$ cat src/rtl/uart_pkg.sv
// Shared UART definitions: transmitter state encoding, character-size
// constants and the small helpers used when a frame is launched.
package uart_pkg;

  // Smallest character the line supports; wls adds to this.
  localparam int MIN_BITS = 5;
  // Width of a data-bit count (holds up to 9).
  localparam int NBW = 4;
  // Widest character the parity helper accepts.
  localparam int PAR_W = 9;

  typedef enum logic [2:0] {
    IDLE,
    START,
    DATA,
    PARITY,
    STOP
  } tx_state_t;

  // Parity bit for a character whose unused upper bits are already zero.
  // {stick,eps}: 00 odd, 01 even, 10 forced 1, 11 forced 0.
  function automatic logic parity_bit(input logic [PAR_W-1:0] data,
                                      input logic stick,
                                      input logic eps);
    logic p;
    case ({stick, eps})
      2'b00:   p = ~^data;
      2'b01:   p = ^data;
      2'b10:   p = 1'b1;
      default: p = 1'b0;
    endcase
    return p;
  endfunction

  // Character length selected by wls, clipped to what the instance supports.
  function automatic logic [NBW-1:0] char_bits(input logic [1:0] wls,
                                               input int max_bits);
    logic [NBW-1:0] n;
    n = NBW'(MIN_BITS) + {2'b00, wls};
    if (int'(n) > max_bits) n = NBW'(max_bits);
    return n;
  endfunction

endpackage

$ cat src/rtl/uart_bit_timer.sv
// Loadable down-counter paced by baud ticks. Reports when it has reached
// zero so the owning FSM knows the current bit period has run out.
module uart_bit_timer #(
  parameter int CW = 5
) (
  input  logic          clk,
  input  logic          rst,
  input  logic          tick,
  input  logic          load,
  input  logic [CW-1:0] load_val,
  output logic          zero
);

  logic [CW-1:0] count;

  // Load wins; otherwise step down once per tick and rest at zero.
  always_ff @(posedge clk or posedge rst) begin
    // NOTE: clocked state uses <= so every flop samples pre-edge values.
    if (rst) begin
      count <= '0;
    end else if (load) begin
      count <= load_val;
    end else if (tick && !zero) begin
      count <= count - 1'b1;
    end
  end

  assign zero = (count == '0);

endmodule

$ cat src/rtl/uart_tx_engine.sv
// 16550-class serial transmitter. Pulls characters from the TX FIFO and
// shifts out start, data (LSB first), optional parity and stop bits, all
// paced by an oversampled baud tick. Line format is captured at frame start.
module uart_tx_engine
  import uart_pkg::*;
#(
  parameter int OVERSAMPLE = 16,
  parameter int DATA_MAX   = 8,
  parameter int CW         = $clog2(OVERSAMPLE * 2)
) (
  input  logic                clk,
  input  logic                rst,
  input  logic                baud_pulse,
  input  logic                tx_en,
  input  logic                fifo_empty,
  input  logic [DATA_MAX-1:0] fifo_dout,
  output logic                fifo_pop,
  input  logic [1:0]          wls,
  input  logic                pen,
  input  logic                eps,
  input  logic                stick,
  input  logic                stb,
  input  logic                set_break,
  output logic                tx,
  output logic                busy,
  output logic                sreg_empty,
  output logic                frame_done
);

  tx_state_t state, state_next;

  // Frame-launch view of the current FIFO head and line controls.
  logic [DATA_MAX-1:0] data_masked;
  logic [NBW-1:0]      nbits_sel;
  logic [CW-1:0]       stop_sel;

  // Per-frame captured configuration and shifting datapath.
  logic [DATA_MAX-1:0] shift_reg;
  logic [NBW-1:0]      bit_cnt;
  logic [NBW-1:0]      cfg_nbits;
  logic                cfg_pen;
  logic                cfg_par;
  logic [CW-1:0]       cfg_stop;
  logic                tx_bit;

  // Blocks pops while reset is held and for the first clock after it.
  logic                armed;

  // FSM control strobes.
  logic                timer_load;
  logic [CW-1:0]       timer_val;
  logic                timer_zero;
  logic                can_start;
  logic                launch;
  logic                shift_out;
  logic                send_par;
  logic                send_stop;

  uart_bit_timer #(.CW(CW)) u_bit_timer (
    .clk      (clk),
    .rst      (rst),
    .tick     (baud_pulse),
    .load     (timer_load),
    .load_val (timer_val),
    .zero     (timer_zero)
  );

  assign nbits_sel = char_bits(wls, DATA_MAX);
  assign can_start = armed && tx_en && !fifo_empty;
  assign fifo_pop  = launch;

  // Keep only the selected number of low data bits of the FIFO head.
  always_comb begin
    data_masked = '0;
    for (int i = 0; i < DATA_MAX; i++) begin
      if (i < int'(nbits_sel)) data_masked[i] = fifo_dout[i];
    end
  end

  // Stop length in ticks minus one: 1, 1.5 (5-bit chars) or 2 bit periods.
  always_comb begin
    stop_sel = CW'(OVERSAMPLE - 1);
    if (stb) begin
      if (nbits_sel == NBW'(MIN_BITS)) stop_sel = CW'(3 * OVERSAMPLE / 2 - 1);
      else                             stop_sel = CW'(2 * OVERSAMPLE - 1);
    end
  end

  // State register.
  always_ff @(posedge clk or posedge rst) begin
    if (rst) state <= IDLE;
    else     state <= state_next;
  end

  // Next state and control strobes; all movement happens on a baud tick.
  always_comb begin
    // NOTE: every output gets a default first so no path infers a latch.
    state_next = state;
    timer_load = 1'b0;
    timer_val  = '0;
    launch     = 1'b0;
    shift_out  = 1'b0;
    send_par   = 1'b0;
    send_stop  = 1'b0;
    frame_done = 1'b0;
    if (baud_pulse) begin
      case (state)
        IDLE: begin
          launch = can_start;
        end
        START: begin
          if (timer_zero) begin
            shift_out  = 1'b1;
            timer_load = 1'b1;
            timer_val  = CW'(OVERSAMPLE - 1);
            state_next = DATA;
          end
        end
        DATA: begin
          if (timer_zero) begin
            timer_load = 1'b1;
            if (bit_cnt != cfg_nbits) begin
              shift_out = 1'b1;
              timer_val = CW'(OVERSAMPLE - 1);
            end else if (cfg_pen) begin
              send_par   = 1'b1;
              timer_val  = CW'(OVERSAMPLE - 1);
              state_next = PARITY;
            end else begin
              send_stop  = 1'b1;
              timer_val  = cfg_stop;
              state_next = STOP;
            end
          end
        end
        PARITY: begin
          if (timer_zero) begin
            send_stop  = 1'b1;
            timer_load = 1'b1;
            timer_val  = cfg_stop;
            state_next = STOP;
          end
        end
        STOP: begin
          if (timer_zero) begin
            frame_done = 1'b1;
            state_next = IDLE;
            // The closing stop tick doubles as the idle decision, so a
            // waiting character starts with no idle gap.
            launch     = can_start;
          end
        end
        default: state_next = IDLE;
      endcase
    end
    if (launch) begin
      timer_load = 1'b1;
      timer_val  = CW'(OVERSAMPLE - 1);
      state_next = START;
    end
  end

  // Capture the character and its format at launch, then shift it out.
  always_ff @(posedge clk or posedge rst) begin
    if (rst) begin
      shift_reg  <= '0;
      bit_cnt    <= '0;
      cfg_nbits  <= '0;
      cfg_pen    <= 1'b0;
      cfg_par    <= 1'b0;
      cfg_stop   <= '0;
      tx_bit     <= 1'b1;
      busy       <= 1'b0;
      sreg_empty <= 1'b1;
    end else if (launch) begin
      shift_reg  <= data_masked;
      bit_cnt    <= '0;
      cfg_nbits  <= nbits_sel;
      cfg_pen    <= pen;
      cfg_par    <= parity_bit(PAR_W'(data_masked), stick, eps);
      cfg_stop   <= stop_sel;
      tx_bit     <= 1'b0;
      busy       <= 1'b1;
      sreg_empty <= 1'b0;
    end else begin
      if (shift_out) begin
        tx_bit    <= shift_reg[0];
        shift_reg <= shift_reg >> 1;
        bit_cnt   <= bit_cnt + 1'b1;
      end
      if (send_par) tx_bit <= cfg_par;
      if (send_stop) begin
        tx_bit     <= 1'b1;
        sreg_empty <= 1'b1;
      end
      if (frame_done) busy <= 1'b0;
    end
  end

  // Pop qualification re-arms one clock after reset is released.
  always_ff @(posedge clk or posedge rst) begin
    if (rst) armed <= 1'b0;
    else     armed <= 1'b1;
  end

  // Registered pad driver; break overrides the line without touching framing.
  always_ff @(posedge clk or posedge rst) begin
    if (rst) tx <= 1'b1;
    else     tx <= tx_bit & ~set_break;
  end

endmodule

$ cat config.mk
export PLATFORM = sky130hd
export DESIGN_NAME = uart_tx_engine
export DESIGN_NICKNAME = d
export VERILOG_FILES = /design/src/rtl/uart_pkg.sv /design/src/rtl/uart_bit_timer.sv /design/src/rtl/uart_tx_engine.sv
export SDC_FILE = /design/constraint.sdc
export NUM_CORES = 1
export LEC_CHECK = 0
export ABC_CLOCK_PERIOD_IN_PS = 2900
export CAP_MARGIN = 5
export CORE_MARGIN = 4
export CORE_UTILIZATION = 48
export DETAILED_ROUTE_END_ITERATION = 16
export GPL_TIMING_DRIVEN = 0
export PLACE_DENSITY = 0.69
export SYNTH_ARGS = -nofsm -noshare
export SYNTH_HDL_FRONTEND = slang
export SYNTH_SLANG_ARGS = --single-unit
export TNS_END_PERCENT = 1
$ cat constraint.sdc
create_clock -name clk -period 2.9 [get_ports clk]
set_clock_uncertainty 0.15 [all_clocks]
set_input_delay 0.58 -clock clk [delete_from_list [all_inputs] [get_ports clk]]
set_output_delay 0.58 -clock clk [all_outputs]
set_load 0.01 [all_outputs]
==> results of run 1 <==
==> cells by family after synthesis <==
kind of cell               after synthesis  synth area share
AOI/OAI and AO/OA                       52             0.188
xor gates and xnor gates                13            0.0667
adders and majority gates                7            0.0458
buffers and inverters                   21            0.0556
DFF                                     34             0.447
muxes                                    3            0.0157
other                                    1           0.00196
and+or+nand+nor                         69             0.180
==> timing repair <==
action | CTS | global route
gates resized for setup | 14 | 2
endpoints found under the setup margin | 2 | 2
buffers inserted | 1 | 0
gates cloned | 1 | 0
==> power breakdown <==
group	internal (mW)	switching, mW	leakage, nW
registers	0.649	0.128	0.426
logic	0.374	0.419	0.617
clock network	0.191	0.166	0.0482
total	1.22	0.713	1.09
==> layout make-up <==
cell class	count	area, sq um	share of cell area
buffer	8	51.3	0.0220
tap	48	60.1	0.0257
sequential	34	855	0.366
timing repair inverter	1	8.76	0.00375
inverter	11	53.8	0.0230
timing repair buffer	24	233	0.0997
multi-input combinational	145	982	0.421
clock buffer	7	86.3	0.0370
clock inverter	1	5.00	0.00214
==> stage by stage <==
step / worst slack (ns) / power (mW) / utilization / cells / cell area (sq um)
2_1_floorplan: 0.352 / 1.31 / - / 200 / 1910
3_3_place_gp: -0.454 / 1.47 / 0.589 / 271 / 2200
3_5_place_dp: -0.479 / 1.51 / 0.589 / 271 / 2200
4_1_cts: -0.00827 / 1.92 / 0.620 / 279 / 2320
5_1_grt: 0.00720 / 2.09 / 0.624 / 279 / 2330
6_report: 0.0981 / 1.93 / 0.624 / 279 / 2330
==> placed cells by master (no fill, tap or decap), drive strengths merged, types with 8 or more instances in the layout <==
cell type      count
dfrtp             31
clkbuf            11
nor3               8
inv               12
nor2              10
clkdlybuf4s50     22
a21oi             10
nand2             31
o21ai              9
==> how the worst min path moves through the flow <==
| stage | endpoint | startpoint | slack (ns) |
|---|---|---|---|
| finish | sreg_empty | sreg_empty | 0.31 |
| global route | sreg_empty | sreg_empty | 0.32 |
| CTS | sreg_empty | sreg_empty | 0.31 |
| detailed placement | sreg_empty | sreg_empty | 0.30 |
| global placement | cfg_stop[2] | cfg_stop[2] | 0.31 |
| floorplan | cfg_stop[2] | cfg_stop[2] | 0.29 |
==> metal layers <==
metal  global-route usage  up-vias
li1                     -      766
met1                0.210      768
met2                0.304       46
met3               0.0483        7
met4               0.0438        0
met5                    0        -
==> Yosys cell counts (all sizes together), types with 2 or more instances <==
cell / number
nor2: 10
nor3b: 2
buf: 6
mux2i: 3
o21a: 3
a22o: 3
dfstp: 3
nor4: 2
nand3: 3
xor2: 5
xnor2: 7
o31ai: 3
nand2: 31
a211oi: 3
a31oi: 3
o22ai: 2
dfrtp: 31
inv: 11
a21o: 5
nor3: 8
clkbuf: 4
nor2b: 3
nand3b: 2
a21oi: 10
ha: 7
o21ai: 9
==> worst max-delay path, cell delays in order (launching register included) <==
cell and delay [ns]:
sky130_fd_sc_hd__dfrtp_1 0.37, sky130_fd_sc_hd__inv_2 0.11, sky130_fd_sc_hd__ha_4 0.16, sky130_fd_sc_hd__or4b_4 0.46
sky130_fd_sc_hd__buf_6 0.14, sky130_fd_sc_hd__a21o_1 0.19, sky130_fd_sc_hd__buf_8 0.16, sky130_fd_sc_hd__inv_12 0.08
sky130_fd_sc_hd__buf_2 0.13
==> metrics.txt, run 1 <==
first-iteration detailed-routing DRC count 116; synthesis-stage register bit count 34; die area 5060 sq um; M1 wire length 1690 um; met3 routed WL 184 um; Max Buffers Root-to-Sink 2; first-pass iteration count of the detailed router 4; Final setup viols 0; timing startpoint of the critical path u_bit_timer.count[0]; fraction of final layout cells sized beyond drive strength 1 0.126; count of nets left with antenna violations after detail routing 0; routed length on met2 2080 um; clock-pin slew on the worst setup and hold paths 0.07 ns; buffer type at the clock tree root sky130_fd_sc_hd__clkbuf_8; largest driver fanout on the critical path 11; final number of max-transition violations 0; highest attainable clock frequency 357 MHz; Vert. Die Dim 71.1 um; max-cap violations 0; Reg-to-Reg Start u_bit_timer.count[0]; Starting Density 0.511; wire length of the first global-routing pass 6980 um; total global-route track usage 0.173; crit path capture fifo_pop; element type at the critical path end output port; wire length reported by the detailed router 4000 um; Netlist cell types 53; Post-CTS Hold Buffers 0; cell count of the worst reg-to-reg path 8; actual slew at the worst max-slew pin 0.711 ns; Syn Area/Cell 9.57 sq um; largest vdd supply drop 0.000409 V; total number of nets in the final design 257; share of synthesized registers carrying an async set or reset 1.00; critical path data required time 2.17 ns; HPWL after detailed placement 3010 um; R2R setup slack 0.57 ns; boundary pin count 25; worst hold path cell count 2; remaining routing DRC violations 0; category of the most critical setup path register to output port; antenna cells 0; area share of the largest cell type after synthesis 0.405; areal power density over the cells 826 nW/um^2; die extent in x 71.1 um; shortest clock period the worst path allows after layout 2.80 ns; dominant cells by area after synthesis sky130_fd_sc_hd__dfrtp_1 41%, sky130_fd_sc_hd__nand2_1 6.1%, sky130_fd_sc_hd__ha_1 4.6%; CTS tree yes; ratio of final minimum period to clock period 0.966; final hold viol count 0; CP Data Arrival Time 2.07 ns; via count of the first global-routing pass 1,538; total number of vias 1,587; uppermost layer routed met4; setup repair after global routing missed its margin no; endpoint of the worst-slack reg-to-reg timing path bit_cnt[2]; deepest level of the CTS H-tree 2; Worst Hold Slack 0.311 ns; core box area 3740 sq um; routed wire length per instance 14.3 um; placer congestion estimate 0.823; count of fill cells added during filler insertion 324; Syn. warnings 0; dominant cell type by area after synthesis sky130_fd_sc_hd__dfrtp_1; sum of overflow across all layers after global routing 0; flip-flop count of the largest register after layout 8; headroom to the max-slew limit 0.525; Hold Crit Class register to register; Clk Latency, worst-skew pair 0.28 ns; TritonCTS buffer count 5; setup TNS 0 ns; largest net degree at the start of global routing 35; P&R area growth vs syn 22.0%; element type at the critical path start register; fraction of the yosys area taken by sequential cells 0.447; outcome complete, no violations; clk sinks 34; number of standard cells after synthesis 200; EDFF count, synth 0; net count after synthesis 227; P_leak 1.09 nW; mean number of vias per cell 5.69; number of input and output port buffers inserted 23; netlist area before placement 1910 sq um; predominant post-synthesis flop cell sky130_fd_sc_hd__dfrtp_1; number of antenna violations at the first check in global routing 0; standard-cell row count 22
No activity file was read; power rests on OpenSTA's default activity.
==> run 2, diff against run 1 <==
--- a/config.mk
+++ b/config.mk
@@ -10,8 +10,9 @@
 export CORE_MARGIN = 4
 export CORE_UTILIZATION = 48
 export DETAILED_ROUTE_END_ITERATION = 16
+export DONT_BUFFER_PORTS = 1
 export GPL_TIMING_DRIVEN = 0
-export PLACE_DENSITY = 0.69
+export PLACE_DENSITY = 0.61
 export SYNTH_ARGS = -nofsm -noshare
 export SYNTH_HDL_FRONTEND = slang
 export SYNTH_SLANG_ARGS = --single-unit
==> run 2 against run 1 <==
  * Critical path type unchanged
  * Critical endpoint unchanged
  * Largest power group is now sequential cells
  * First-iteration DRC count decreased by 34%
  * Power grew 0.45%
  * Sequential share of layout area grew 2.5 points
  * Largest cell class unchanged
  * Routed wire length grew 2.9%
  * Via count is 6.7% lower
  * Critical path depth unchanged
==> metrics.txt, run 2 (synthesis gave the netlist of run 1 again) <==
total number of vias 1,480; wire length reported by the detailed router 4110 um; P_leak 1.03 nW; buffer type at the clock tree root sky130_fd_sc_hd__clkbuf_8; largest stage delay on the critical path 0.45 ns; areal power density over the cells 886 nW/um^2; total number of nets in the final design 237; largest driver fanout on the critical path 14; die extent in x 71.1 um; category of the most critical setup path register to output port; met2 Resource Use GR 0.275; die area 5060 sq um; ratio of final minimum period to clock period 0.960; placer congestion estimate 0.858; element type at the critical path start register; most crowded layer after global routing met2; Final setup viols 0; mean number of vias per cell 5.71; setup TNS 0 ns; most frequent cells in the layout 31 x sky130_fd_sc_hd__nand2_1, 31 x sky130_fd_sc_hd__dfrtp_1, 10 x sky130_fd_sc_hd__nor2_1; sum of overflow across all layers after global routing 0; cell count of the worst reg-to-reg path 8; number of antenna violations at the first check in global routing 0; Reg-to-Reg Start u_bit_timer.count[1]; placed cell areas 1970 sq um; summed area of non-filler cells in the final layout 2180 sq um; critical path data required time 2.17 ns; outcome complete, no violations; CP Data Arrival Time 2.06 ns; multi-input combinational cell area 965 sq um; remaining routing DRC violations 0; Vert. Die Dim 71.1 um; count of fill cells added during filler insertion 334; routed wire length per instance 15.9 um; cells traversed along the worst timing path inv_2 -> ha_4 -> or4b_1 -> buf_6 -> a21o_1 -> buf_6 -> clkinv_8 -> buf_8; post-route insts no fill 259; flip-flop and latch area 855 sq um; core box area 3740 sq um; cell seen most often among critical-path stages sky130_fd_sc_hd__buf_6; Max Buffers Root-to-Sink 2; element type at the critical path end output port; largest vdd supply drop 0.000516 V; final hold viol count 0; setup repair after global routing missed its margin no; first-iteration detailed-routing DRC count 76; via count of the first global-routing pass 1,528; count of nets left with antenna violations after detail routing 0; first-pass iteration count of the detailed router 4; antenna cells 0; boundary pin count 25; fraction of met3 tracks used by global routing 0.0597; CTS tree yes; max-cap violations 0; Hold Crit Class primary input to asynchronous set/reset pin; Placed Cells incl. Taps 248; final number of max-transition violations 0; wire length of the first global-routing pass 7110 um; number of input and output port buffers inserted 0; endpoint of the worst-slack reg-to-reg timing path bit_cnt[2]; crit path max-delay cell type sky130_fd_sc_hd__or4b_1; flip-flop count of the largest register after layout 8; largest net degree at the start of global routing 35; deepest level of the CTS H-tree 2; Clk Latency, worst-skew pair 0.28 ns; clk sinks 34; P&R area growth vs syn 14.2%; Post-CTS Hold Buffers 0; actual slew at the worst max-slew pin 0.727 ns; headroom to the max-slew limit 0.512; total global-route track usage 0.175; TritonCTS buffer count 5; Starting Density 0.511; shortest clock period the worst path allows after layout 2.79 ns; highest attainable clock frequency 359 MHz; met1 layer usage reported by global route 0.218; clock-pin slew on the worst setup and hold paths 0.07 ns; standard-cell row count 22; fraction of final layout cells sized beyond drive strength 1 0.137; HPWL after detailed placement 2940 um; R2R setup slack 0.47 ns
## run 2: repair_timing
action / in CTS / in global routing
resized for setup: 5 / 5
setup endpoints to repair: 1 / 1
buffers inserted: 0 / 2
gates cloned: 1 / 0
pin swaps: 0 / 0
## run 2: how the worst max path moves through the flow
stage | cells past startpoint | to | from | slack, ns
CTS | 8 | fifo_pop | u_bit_timer.count[1] | 0.002
finish | 8 | fifo_pop | u_bit_timer.count[1] | 0.11
detailed placement | 9 | fifo_pop | u_bit_timer.count[0] | 0.12
global route | 8 | fifo_pop | u_bit_timer.count[1] | 0.001
floorplan | 9 | fifo_pop | u_bit_timer.count[0] | 0.35
global placement | 9 | fifo_pop | u_bit_timer.count[0] | 0.17
## run 2: cell type report
type                    count  share of cell area
clock inverters             3              0.0206
inverters                  11              0.0246
well taps                  48              0.0275
multi-input cells         145               0.442
clock buffers               5              0.0315
plain buffers               9              0.0286
flip-flops and latches     34               0.391
repair buffers              4              0.0344
## run 2: critical path: cells and delay by family (launching register included)
family | cells | cell delay, ns
AOI/OAI and AO/OA | 1 | 0.18
adders and majority gates | 1 | 0.14
buffers and inverters | 5 | 0.58
DFF | 1 | 0.41
and+or+nand+nor | 1 | 0.45
## run 2: through the flow
stage / setup slack (ns) / utilization / hold WS (ns) / power (mW)
floorplan: 0.352 / - / 0.286 / 1.31
global placement: 0.166 / 0.527 / 0.305 / 1.42
detailed placement: 0.125 / 0.527 / 0.309 / 1.45
CTS: 0.00189 / 0.567 / 0.155 / 1.90
global route: 0.00113 / 0.584 / 0.0806 / 2.10
finish: 0.115 / 0.584 / 0.0590 / 1.94
## run 2: layer usage
layer	wire [um]	vias to the layer above
met5	0	-
met3	204	6
met2	2020	30
met1	1820	727
met4	59	0
li1	-	717
## run 2: report_power, final
group	leakage [nW]	switching, mW	internal (mW)
registers	0.426	0.124	0.650
clock network	0.0504	0.179	0.256
logic	0.549	0.393	0.334
==> patch: new RTL, settings of run 2 <==
Encoding of `tx_state_t`: now one-hot (5 bits for 5 states).
--- a/src/rtl/uart_pkg.sv
+++ b/src/rtl/uart_pkg.sv
@@ -11,8 +11,8 @@
 
-  typedef enum logic [2:0] {
-    IDLE,
-    START,
-    DATA,
-    PARITY,
-    STOP
+  typedef enum logic [4:0] {
+    IDLE   = 5'b00001,
+    START  = 5'b00010,
+    DATA   = 5'b00100,
+    PARITY = 5'b01000,
+    STOP   = 5'b10000
   } tx_state_t;
Check against the original RTL: no difference found for any inputs over 10 cycles, from zero or initial values and one cycle with rst high; not proved beyond that.
==> patch against run 2 <==
Global-route usage rose by 1.7 points; cell area increased by 10%; clock power grew 15%; synthesized area up 13%; non-clock buffer count rose by 5; setup slack got worse by 25 ps; core utilization shrank 2.9 points; via count up 18%; sequential cell count grew 2; total power up 1.6%; routed wire length is 19% higher; critical endpoint unchanged; largest power group unchanged.
==> patch: results (changes against run 2) <==
status=finished, final reports clean (unchanged); synth top area cells=dfrtp_1, a21oi_1, dfstp_2 (was dfrtp_1, nand2_1, ha_1); Worst Setup EP=fifo_pop (unchanged); drt first pass iters=4 (unchanged); Clock transition at path regs=80 ps; Post-Place Cell Area=2230 um2 (was 1970 um2); hpwl dp=3.41 mm (was 2.94 mm); number of flip-flops in the largest register=8 (unchanged); Via Count=1749 (was 1480); pin count of the biggest net entering global routing=37 (was 35); n_diodes=0 (unchanged); yosys warns=0 (unchanged); layout cell share with drive strength beyond 1=17.6% (was 13.7%); DRT iter0 DRCs=122 (was 76); I/O Buffers=0 (unchanged); Post-Syn Nets=258 (was 227); Total Wirelength=4.89 mm (was 4.11 mm); initial antenna violation count=0 (unchanged); worst r2r src=u_bit_timer.count[0] (was u_bit_timer.count[1]); first-pass GRT wire length=8.10 mm (was 7.11 mm); P_leak=1.08 nW (was 1.03 nW); Reg2Reg Depth=10 (was 8); logic gate share of total power=33.6% (was 37.6%); CP arrival=2080 ps (was 2060 ps); P_int=1.29 mW (was 1.24 mW); VDD IR max=0.429 mV (was 0.516 mV); grt total ovfl=0 (unchanged); Crit Path Max Fanout=10 (was 14); clock power share=25.4% (was 22.5%); Synth top cells by count=dfrtp_1, a21oi_1, nand2_1 (was dfrtp_1, nand2_1, inv_1, nor2_1, a21oi_1); ANT nets after route=0 (unchanged); Skew-Pair Late Insertion Delay=300 ps (was 280 ps); Layout Nets=270 (was 237); sequential share of the synthesized area=41.8% (was 44.7%); distinct cell type count after synthesis=54 (was 53); setup slack, reg-to-reg=570 ps (was 470 ps); worst reg2reg path endpoint=shift_reg[2] (was bit_cnt[2]); Hold Path Class=in2async (unchanged); ys async rst share=100% (unchanged); Critical Path Source=u_bit_timer.count[0] (was u_bit_timer.count[1]); CTS Buf Count=5 (unchanged); H-tree Lvls=2 (unchanged); CTS Root Cell=clkbuf_8 (unchanged); fillers=418 (was 334); Power Density=815 nW/um2 (was 886 nW/um2); RD Place Congestion=0.787 (was 0.858); Worst-Margin Slew=765 ps (was 727 ps); GR Util All Layers=19.3% (was 17.5%)
==> patch: cell types whose count changed in the layout (fill, tap and decap cells not counted), moves of 4 or more <==
cell,before,now
a31oi_1,3,8
nand2_1,31,20
nand4_1,1,5
a21oi_1,9,21
buf_4,2,6
nand3_1,3,8
buf_2,2,7
nor2_1,10,14
nor3_1,8,4
o21ai_0,7,19
==> patch: cells by family after synthesis <==
group                      synth area share, %
AOI/OAI and AO/OA                         20.5
xor gates and xnor gates                  6.53
adders and majority gates                 4.05
buffers and inverters                     5.32
DFF                                       41.8
muxes                                     1.97
other                                    0.173
and+or+nand+nor                           19.7
==> patch: metal layers <==
metal  share of wire [%]  global-route usage [%]  vias up
met5                   0                       0        -
li1                    -                       -      864
met2                  45                    28.0       46
met1                  46                    27.3      831
met3                 6.6                    4.67        8
met4                 1.8                    8.16        0
==> patch: cell type report <==
cell class,instances,area [um2],area share (%)
multi-input combinational,171,1150,47.8
tap,52,65.1,2.70
timing repair buffer,5,37.5,1.56
clock inverter,1,30.0,1.24
sequential,36,906,37.5
inverter,11,43.8,1.81
clock buffer,7,96.3,3.99
buffer,13,80.1,3.32
==> patch: worst max-delay path, stage by stage (launching register included) <==
cell and delay (ps):
dfrtp_1 390, inv_2 80, ha_2 190, or4b_4 470, and4bb_2 350, nor2_4 70, inv_4 80, buf_8 130
==> patch: timing repair <==
action                     4_1_cts  5_1_grt
setup endpoints to repair        1        1
resized for setup                2        6
setup buffers                    0        5
pin swaps                        0        1
==> patch: through the flow <==
step / hold WS, ps / setup WS, ps / instances
floorplan: 290 / 508 / 231
global placement: 314 / 297 / 283
detailed placement: 319 / 287 / 283
CTS: 148 / 2.55 / 291
global route: 145 / 0.427 / 296
finish: 143 / 89.9 / 296
